===== config.mk =====
export PLATFORM = sky130hd
export DESIGN_NAME = address_unit
export DESIGN_NICKNAME = d
export VERILOG_FILES = /design/src/rtl/addr_pkg.sv /design/src/rtl/operand_assembler.sv /design/src/rtl/address_unit.sv
export SDC_FILE = /design/constraint.sdc
export NUM_CORES = 1
export LEC_CHECK = 0
export BUFFER_PORTS_ARGS = -buffer_cell sky130_fd_sc_hd__clkbuf_2
export CAP_MARGIN = 20
export CELL_PAD_IN_SITES_DETAIL_PLACEMENT = 0
export CELL_PAD_IN_SITES_GLOBAL_PLACEMENT = 1
export CORE_MARGIN = 1.5
export CORE_UTILIZATION = 27
export CTS_BUF_LIST = sky130_fd_sc_hd__clkbuf_16
export CTS_CLUSTER_SIZE = 20
export DETAILED_ROUTE_END_ITERATION = 7
export HOLD_SLACK_MARGIN = 0.08
export PLACE_DENSITY_LB_ADDON = 0.1
export SETUP_SLACK_MARGIN = 0.5
export SLEW_MARGIN = 30
export SYNTH_ARGS = -nofsm -noshare
export SYNTH_HDL_FRONTEND = slang
export SYNTH_SLANG_ARGS = --single-unit

===== constraint.sdc =====
create_clock -name clk -period 3.17 [get_ports clk]
set_clock_uncertainty 0.2 [all_clocks]
set_input_delay 0.4755 -clock clk [delete_from_list [all_inputs] [get_ports clk]]
set_output_delay 0.4755 -clock clk [all_outputs]
set_load 0.02 [all_outputs]

===== src/rtl/addr_pkg.sv =====
// rtl/addr_pkg.sv - shared encodings for the address-generation unit
package addr_pkg;

   localparam logic [1:0] ASEL_PC = 2'd0;
   localparam logic [1:0] ASEL_AR = 2'd1;
   localparam logic [1:0] ASEL_SP = 2'd2;
   localparam logic [1:0] ASEL_OP = 2'd3;

   typedef enum logic [1:0] {
      IDLE    = 2'd0,
      COLLECT = 2'd1,
      READY   = 2'd2
   } asm_state_t;

   localparam int unsigned DEFAULT_RESET_VECTOR = 0;

endpackage


===== src/rtl/operand_assembler.sv =====
// rtl/operand_assembler.sv - byte-serial little-endian operand builder
module operand_assembler
   import addr_pkg::*;
#(
   parameter int ADDR_W = 16,
   parameter int DATA_W = 8
) (
   input  logic              clk,
   input  logic              rst,
   input  logic [DATA_W-1:0] data,
   input  logic              db_valid,
   input  logic              asm_start,
   input  logic              asm_abort,
   input  logic              consume,
   output logic [ADDR_W-1:0] operand,
   output logic              asm_ready
);

   localparam int NBYTES = ADDR_W / DATA_W;
   localparam int CNT_W  = (NBYTES > 1) ? $clog2(NBYTES) : 1;
   localparam logic [CNT_W-1:0] LAST = CNT_W'(NBYTES - 1);

   asm_state_t       state;
   logic [CNT_W-1:0] count;

   // abort beats start beats everything else; the operand survives both
   always_ff @(posedge clk) begin
      if (!rst) begin
         state     <= IDLE;
         count     <= '0;
         operand   <= '0;
         asm_ready <= 1'b0;
      end else if (asm_abort) begin
         state     <= IDLE;
         count     <= '0;
         asm_ready <= 1'b0;
      end else if (asm_start) begin
         state     <= COLLECT;
         count     <= '0;
         asm_ready <= 1'b0;
      end else begin
         case (state)
            COLLECT: begin
               if (db_valid) begin
                  for (int i = 0; i < NBYTES; i++) begin
                     if (count == CNT_W'(i)) operand[i*DATA_W +: DATA_W] <= data;
                  end
                  if (count == LAST) begin
                     state     <= READY;
                     count     <= '0;
                     asm_ready <= 1'b1;
                  end else begin
                     count <= count + CNT_W'(1);
                  end
               end
            end
            READY: begin
               if (consume) begin
                  state     <= IDLE;
                  asm_ready <= 1'b0;
               end
            end
            default: ;
         endcase
      end
   end

endmodule


===== src/rtl/address_unit.sv =====
// rtl/address_unit.sv - PC/AR/SP registers, operand assembly and address mux
module address_unit
   import addr_pkg::*;
#(
   parameter int ADDR_W = 16,
   parameter int DATA_W = 8,
   parameter logic [ADDR_W-1:0] RESET_VECTOR = ADDR_W'(DEFAULT_RESET_VECTOR),
   parameter logic [ADDR_W-1:0] SP_RESET     = '1
) (
   input  logic              clk,
   input  logic              rst,
   input  logic [DATA_W-1:0] DataBus,
   input  logic              db_valid,
   input  logic              asm_start,
   input  logic              asm_abort,
   input  logic              src_temp,
   input  logic              PC_load,
   input  logic              PC_inc,
   input  logic              PC_rel,
   input  logic              AR_load,
   input  logic              AR_inc,
   input  logic              AR_dec,
   input  logic              SP_load,
   input  logic              SP_push,
   input  logic              SP_pop,
   input  logic [1:0]        addr_sel,
   output logic [ADDR_W-1:0] ProgramCounter,
   output logic [ADDR_W-1:0] AddressRegister,
   output logic [ADDR_W-1:0] StackPointer,
   output logic [ADDR_W-1:0] Address,
   output logic              asm_ready,
   output logic              load_err
);

   logic [ADDR_W-1:0] operand;
   logic [ADDR_W-1:0] load_src;
   logic [ADDR_W-1:0] rel_off;
   logic              pc_op_load;
   logic              ar_op_load;
   logic              sp_op_load;
   logic              op_request;
   logic              consume;

   // an operand load counts only when it wins its register's priority
   assign pc_op_load = PC_load && !PC_rel && !PC_inc;
   assign ar_op_load = AR_load && !AR_inc && !AR_dec && src_temp;
   assign sp_op_load = SP_load && !SP_push && !SP_pop && src_temp;
   assign op_request = pc_op_load || ar_op_load || sp_op_load;
   assign consume    = op_request && asm_ready;

   assign load_src = src_temp ? operand : ProgramCounter;
   assign rel_off  = ADDR_W'($signed(DataBus));

   operand_assembler #(
      .ADDR_W (ADDR_W),
      .DATA_W (DATA_W)
   ) u_asm (
      .clk       (clk),
      .rst       (rst),
      .data      (DataBus),
      .db_valid  (db_valid),
      .asm_start (asm_start),
      .asm_abort (asm_abort),
      .consume   (consume),
      .operand   (operand),
      .asm_ready (asm_ready)
   );

   always_ff @(posedge clk) begin
      if (!rst) begin
         ProgramCounter  <= RESET_VECTOR;
         AddressRegister <= '0;
         StackPointer    <= SP_RESET;
         load_err        <= 1'b0;
      end else begin
         if (PC_rel)
            ProgramCounter <= ProgramCounter + rel_off;
         else if (PC_inc)
            ProgramCounter <= ProgramCounter + ADDR_W'(1);
         else if (pc_op_load && asm_ready)
            ProgramCounter <= operand;

         if (AR_inc)
            AddressRegister <= AddressRegister + ADDR_W'(1);
         else if (AR_dec)
            AddressRegister <= AddressRegister - ADDR_W'(1);
         else if (AR_load && (!src_temp || asm_ready))
            AddressRegister <= load_src;

         if (SP_push)
            StackPointer <= StackPointer - ADDR_W'(1);
         else if (SP_pop)
            StackPointer <= StackPointer + ADDR_W'(1);
         else if (SP_load && (!src_temp || asm_ready))
            StackPointer <= load_src;

         load_err <= op_request && !asm_ready;
      end
   end

   always_comb begin
      Address = ProgramCounter;
      case (addr_sel)
         ASEL_PC: Address = ProgramCounter;
         ASEL_AR: Address = AddressRegister;
         ASEL_SP: Address = StackPointer;
         ASEL_OP: Address = operand;
         default: Address = ProgramCounter;
      endcase
   end

endmodule


==> metrics.yaml, run 1 <==
status: "finished clean"
grtUsageTotal: 0.214
antenna_found_initial: 0
ant_nets: 0
min_path_type: "input port to register"
grt_max_degree: 51
maxSlewViolCount: 0
final_cell_mix: "clkbuf_2 (90), dfxtp_1 (68), nand2_1 (64)"
syn_inst: 748
via_count: 6341
synth_top_area_cell: "dfxtp_1"
drtIter0Drc: 526
synth_edf_count: 0
initial_core_util: 0.276
overflow: 0
die_area_um2: 22500
min_period_ps: 2510
arrival_ps: 2540
p_leak_nw: 2.77
cap_violations: 0
cts_tree: "built"
die_h_um: 150
clk_pin_slew_ps: 60
dp.cells: 1081
vdd_ir_drop_max_mv: 0.264
async_flop_share: 0
grt_pass1_vias: 6020
drt_wl_total_um: 23700
ys.flop_type: "dfxtp_1"
dr_wl_met3_um: 1400
num_antenna_cells: 0
syn_area_um2: 5830
wl_met1_um: 11200
nets: 863
post-dp-hpwl_um: 18000
max_freq_ghz: 0.399
grt_pass1_wl_um: 36300
drc_errors: 0
layout_commonest_cell: "clkbuf_2"
crit_type: "register to register"
route.top_layer_used: "met4"
synth_top_cells_by_area: "dfxtp_1 (23%), mux4_2 (6.2%), mux2i_1 (5.3%)"
critical_path_required_ps: 3200
die_w_um: 150
placed_cell_area_um2: 6590
p_per_area_nw_per_um2: 452
pre_cts_ws_ps: 247
clock-sinks: 68
setup_tns_ps: 0
fin_cells: 1097
syn_to_final_growth_pct: 17.8
hold_violations: 0
htree_levels: 3
clkLatencyLatePin_ps: 350
ys_ff_latch: 68
cts-root-buf: "clkbuf_16"
end_kind: "register"
setup_viol: 0
synth_top_area_frac: 0.234
worst_setup_path_start_kind: "register"
route.met2.wl_um: 10700
core_area_um2: 21100
rsz0062_at_grt: "no"
vias_per_cell: 5.78
syn_avg_cell_area_um2: 7.79
setup_ws_ps: 662
synth_fp_nets: 794
tightest_slew_ps: 721
crit_path_max_fanout: 7
yosysWarningCount: 0
rows: 53
slew_headroom: 0.518
wl_per_cell_um: 21.6
synth-seq-area-share: 0.234
num_io_pins: 91
design_area_um2: 6860
dr.pass1.iters: 5
gp_congestion: 0.851
timing.final.crit_share: 0.791
drive_gt1_frac: 0.198
ys_types: 71
io_buffer_count: 90
cts_buffer_depth: 2
fin_hold_ws_ps: 113
numCtsBuffers: 9
[cell usage after synthesis, types with 3 or more instances]
| cell | count |
|---|---|
| a41oi_1 | 3 |
| nor3b_1 | 6 |
| o21ai_1 | 3 |
| buf_1 | 4 |
| a311oi_1 | 4 |
| nand2b_1 | 3 |
| mux2_2 | 4 |
| or4_1 | 4 |
| nand3_1 | 32 |
| clkbuf_1 | 48 |
| ha_1 | 20 |
| nand3b_1 | 3 |
| o21a_1 | 6 |
| or2_2 | 5 |
| inv_1 | 15 |
| mux2i_1 | 31 |
| buf_2 | 3 |
| o211ai_1 | 10 |
| and3_1 | 17 |
| a32oi_1 | 3 |
| nor2b_1 | 26 |
| nor2_1 | 56 |
| o221ai_1 | 6 |
| xor2_1 | 12 |
| a31oi_1 | 12 |
| mux4_2 | 16 |
| a21oi_1 | 53 |
| o2111ai_1 | 4 |
| a21o_1 | 7 |
| nor3_1 | 24 |
| dfxtp_1 | 68 |
| o31ai_1 | 3 |
| a21boi_0 | 11 |
| o22ai_1 | 7 |
| a211oi_1 | 18 |
| nor4_1 | 9 |
| nand4_1 | 13 |
| xnor2_1 | 22 |
| o21bai_1 | 4 |
| nand2_1 | 64 |
| o21ai_0 | 49 |
[per-stage QoR]
step                 util  power [W]
floorplan               -    0.00177
global route        0.325    0.00327
finish              0.325    0.00310
global placement    0.313    0.00214
detailed placement  0.313    0.00215
CTS                 0.325    0.00312
[cell families after synthesis]
group | share of synthesized area
AOI/OAI and AO/OA | 0.251
buffers and inverters | 0.0483
muxes | 0.123
DFF | 0.234
adders and majority gates | 0.0464
and+or+nand+nor | 0.247
xor gates and xnor gates | 0.0511
[per-layer routing]
| layer | global-route usage | vias up |
|---|---|---|
| li1 | - | 2967 |
| met1 | 0.302 | 3110 |
| met2 | 0.336 | 238 |
| met3 | 0.0287 | 26 |
| met4 | 0.0647 | 0 |
| met5 | 0 | - |
[worst paths after layout]
path,depth (start not counted),end,slack [ps],start
setup / recovery,6,StackPointer[10],660,StackPointer[0]
hold reg to reg,2,u_asm.state[1],310,u_asm.state[0]
setup reg to reg,6,StackPointer[10],660,StackPointer[0]
hold / removal,2,u_asm.state[0],110,asm_abort
[what timing repair did]
item | 4_1_cts | 5_1_grt
resized for setup | 0 | 2
hold buffers | 0 | 0
buffers inserted | 0 | 0
hold endpoints to repair | 0 | 0
endpoints found under the setup margin | 0 | 2
[power breakdown]
group          total, W  internal (W)  switching, W
clock network  0.000963      0.000519      0.000444
registers       0.00108      0.000921      0.000157
logic           0.00106      0.000423      0.000639
total           0.00310       0.00186       0.00124
[state kept, by name, summed over array words and instances (netlist names)]
name and flops:
AddressRegister 16, u_asm.count 1, StackPointer 16, u_asm.operand 16
u_asm.state 2, ProgramCounter 16, load_err 1
[final cells by class]
type	instances	area [µm²]
multi-input cells	608	4190
clock buffers	9	225
repair buffers	114	643
well taps	275	344
inverters	16	60.1
clock inverters	7	36.3
flip-flops and latches	68	1360
fillers	2296	14200
[worst max-delay path, stage by stage, from the launching register on]
cell      delay (ps)
dfxtp_1          450
inv_1            170
ha_1             260
or4b_1           590
nor3_1           220
o221ai_1         150
a221o_1          360
(Power assumes the default switching activity.)
==> run 2: changes to the inputs <==
==> constraint.sdc (replaced) <==
create_clock -name clk -period 2.1 [get_ports clk]
set_clock_uncertainty 0.2 [all_clocks]
set_input_delay 0.315 -clock clk [delete_from_list [all_inputs] [get_ports clk]]
set_output_delay 0.315 -clock clk [all_outputs]
set_load 0.02 [all_outputs]
==> run 2 against run 1 <==
Compared with the run above:
- the run now ends with setup timing left
- non-clock buffer count grew 187
- global-route usage grew 2.9 points
- clock power grew 82%
- via count grew 13%
- utilization grew 15 points
- setup slack lost 780 ps
- highest routed layer is now met5
- first-iteration DRC count grew 5.9%
==> metrics.yaml, run 2 (same netlist as run 1, synthesis figures left out) <==
setup_viol: 11  # +11
initial_core_util: 0.276  # unchanged
tightest_slew_ps: 574  # -147 ps
max_freq_ghz: 0.451  # +13%
die_h_um: 150  # unchanged
timing.final.crit_share: 1.06  # +0.265
crit_path_cell_trace: "or4_4 > or3_4 > nor3_4 > a21o_1 > a21oi_2 > o311ai_2"
internal_power_w: 0.00387  # +110%
violations: "setup timing"
via_count: 7138  # +13%
ff2ff_path_depth: 6  # unchanged
rrSetupSlack_ps: -120  # -780 ps
power.total_w: 0.00613  # +98%
p_per_area_nw_per_um2: 613  # +36%
maxSlewViolCount: 0  # unchanged
drtIter0Drc: 557  # +5.9%
setup_ws_ps: -119  # -781 ps
p_sw_w: 0.00226  # +83%
fin_hold_ws_ps: 166  # +53.3 ps
cts-root-buf: "clkbuf_16"
dr.pass1.iters: 5  # unchanged
utilization: 0.474  # +0.149
p_clk_frac: 0.285  # -0.025
overflow: 0  # unchanged
grtUsageTotal: 0.242  # +0.0285
crit_path_max_fanout: 5  # -2
vdd_ir_drop_max_mv: 0.399  # +51%
cpLargestDelayFamily: "simple AND/OR/NAND/NOR gates"
layout_commonest_cell: "buf_4"
cap_violations: 0  # unchanged
worst_setup_path_start_kind: "register"
wl_per_cell_um: 20.8  # -3.5%
rsz0062_at_grt: "yes"
p_sw_frac: 0.369  # -0.0305
die_w_um: 150  # unchanged
io_buffer_count: 90  # unchanged
cts_buffer_depth: 2  # unchanged
critical_path_required_ps: 2160  # -1040 ps
setup_tns_ps: -554  # -554 ps
num_antenna_cells: 0  # unchanged
syn_to_final_growth_pct: 71.7
rr_endpoint: "StackPointer[15]"
hold_violations: 0  # unchanged
power_frac_seq: 0.262  # -0.085
min_path_cells: 2  # unchanged
cp_num_buf_inv: 0  # -1
grt_pass1_wl_um: 41100  # +13%
dp.cells: 1185  # +9.6%
combPwrFrac: 0.453  # +0.111
min_path_type: "input port to register"
grt_max_degree: 40  # -22%
cts_tree: "built"
crit_type: "register to register"
multiInputGateArea_um2: 5080  # +21%
drc_errors: 0  # unchanged
numCtsBuffers: 9  # unchanged
drive_gt1_frac: 0.517  # +0.319
die_area_um2: 22500  # unchanged
htree_levels: 3  # unchanged
final_cell_mix: "buf_4 (141), buf_6 (58), clkbuf_2 (56)"
vias_per_cell: 5.56  # -3.8%
rows: 53  # unchanged
fin_cells: 1284  # +17%
min_period_ps: 2220  # -289 ps
slew_headroom: 0.606  # +0.0884
fillers: 2058  # -10%
holdCritStartpoint: "rst"
core_area_um2: 21100  # unchanged
whs_endpoint: "StackPointer[11]"
nets: 1050  # +22%
rr_startpoint: "StackPointer[5]"
final-seq-area_um2: 1510  # +11%
slowest_stage: "or4_4"
status: "finished with violations"
drt_wl_total_um: 26700  # +13%
post-dp-hpwl_um: 19600  # +8.7%
clock-sinks: 68  # unchanged
clkLatencyLatePin_ps: 360  # about the same
num_io_pins: 91  # unchanged
grt_pass1_vias: 6933  # +15%
arrival_ps: 2280  # -260 ps
slowest_delay_ps: 540  # -50 ps
end_kind: "register"
antenna_found_initial: 3  # +3
ant_nets: 0  # unchanged
p_leak_nw: 4.13  # +49%
clk_pin_slew_ps: 70  # about the same
gp_congestion: 0.866  # +1.8%
==> run 2: changes by cell type in the layout (fill, tap and decap cells not counted), moves of 22 or more <==
cell / previous run / this run
buf_4: 23 / 141
dfxtp_1: 68 / 19
buf_6: 0 / 58
dfxtp_4: 0 / 34
o21ai_0: 48 / 26
buf_8: 0 / 33
clkbuf_2: 90 / 56
==> run 2: final cells by class <==
cell class | count | area share
clock buffers | 9 | 0.0225
multi-input cells | 608 | 0.508
well taps | 275 | 0.0344
clock inverters | 7 | 0.00988
repair buffers | 301 | 0.268
flip-flops and latches | 68 | 0.151
inverters | 16 | 0.00675
==> run 2: worst max-delay path by stage <==
stage / cells past startpoint / startpoint / slack, ps / endpoint
4_1_cts: 9 / ProgramCounter[0] / -130 / ProgramCounter[10]
5_1_grt: 6 / StackPointer[5] / -200 / StackPointer[15]
2_1_floorplan: 7 / StackPointer[5] / -190 / StackPointer[15]
3_5_place_dp: 9 / DataBus[0] / -220 / ProgramCounter[14]
6_report: 6 / StackPointer[5] / -120 / StackPointer[15]
3_3_place_gp: 9 / DataBus[0] / -240 / ProgramCounter[14]
==> run 2: power groups by stage <==
stage | Clock (W) | Combinational, W | Sequential, W
2_1_floorplan | 0 | 0.00118 | 0.00169
3_3_place_gp | 0 | 0.00205 | 0.00163
3_5_place_dp | 0 | 0.00206 | 0.00163
4_1_cts | 0.00178 | 0.00257 | 0.00160
5_1_grt | 0.00184 | 0.00298 | 0.00162
6_report | 0.00175 | 0.00278 | 0.00161
==> run 2: what timing repair did <==
item	CTS	global route
buffers inserted	63	17
hold endpoints to repair	2	0
setup endpoints to repair	80	96
pin swaps	69	55
resized for setup	205	110
hold buffers	3	0
==> run 2: per-layer routing <==
metal	vias up	global-route usage	wire, µm
met5	-	0	41
met1	3514	0.331	12100
met3	51	0.0384	1440
li1	3341	-	-
met2	226	0.386	12500
met4	6	0.0804	745
==> run 2: stage by stage <==
stage	worst slack (ps)	cell area (µm²)
5_1_grt	-202	10000
4_1_cts	-130	9530
3_3_place_gp	-243	7880
2_1_floorplan	-189	6510
6_report	-119	10000
3_5_place_dp	-217	7880
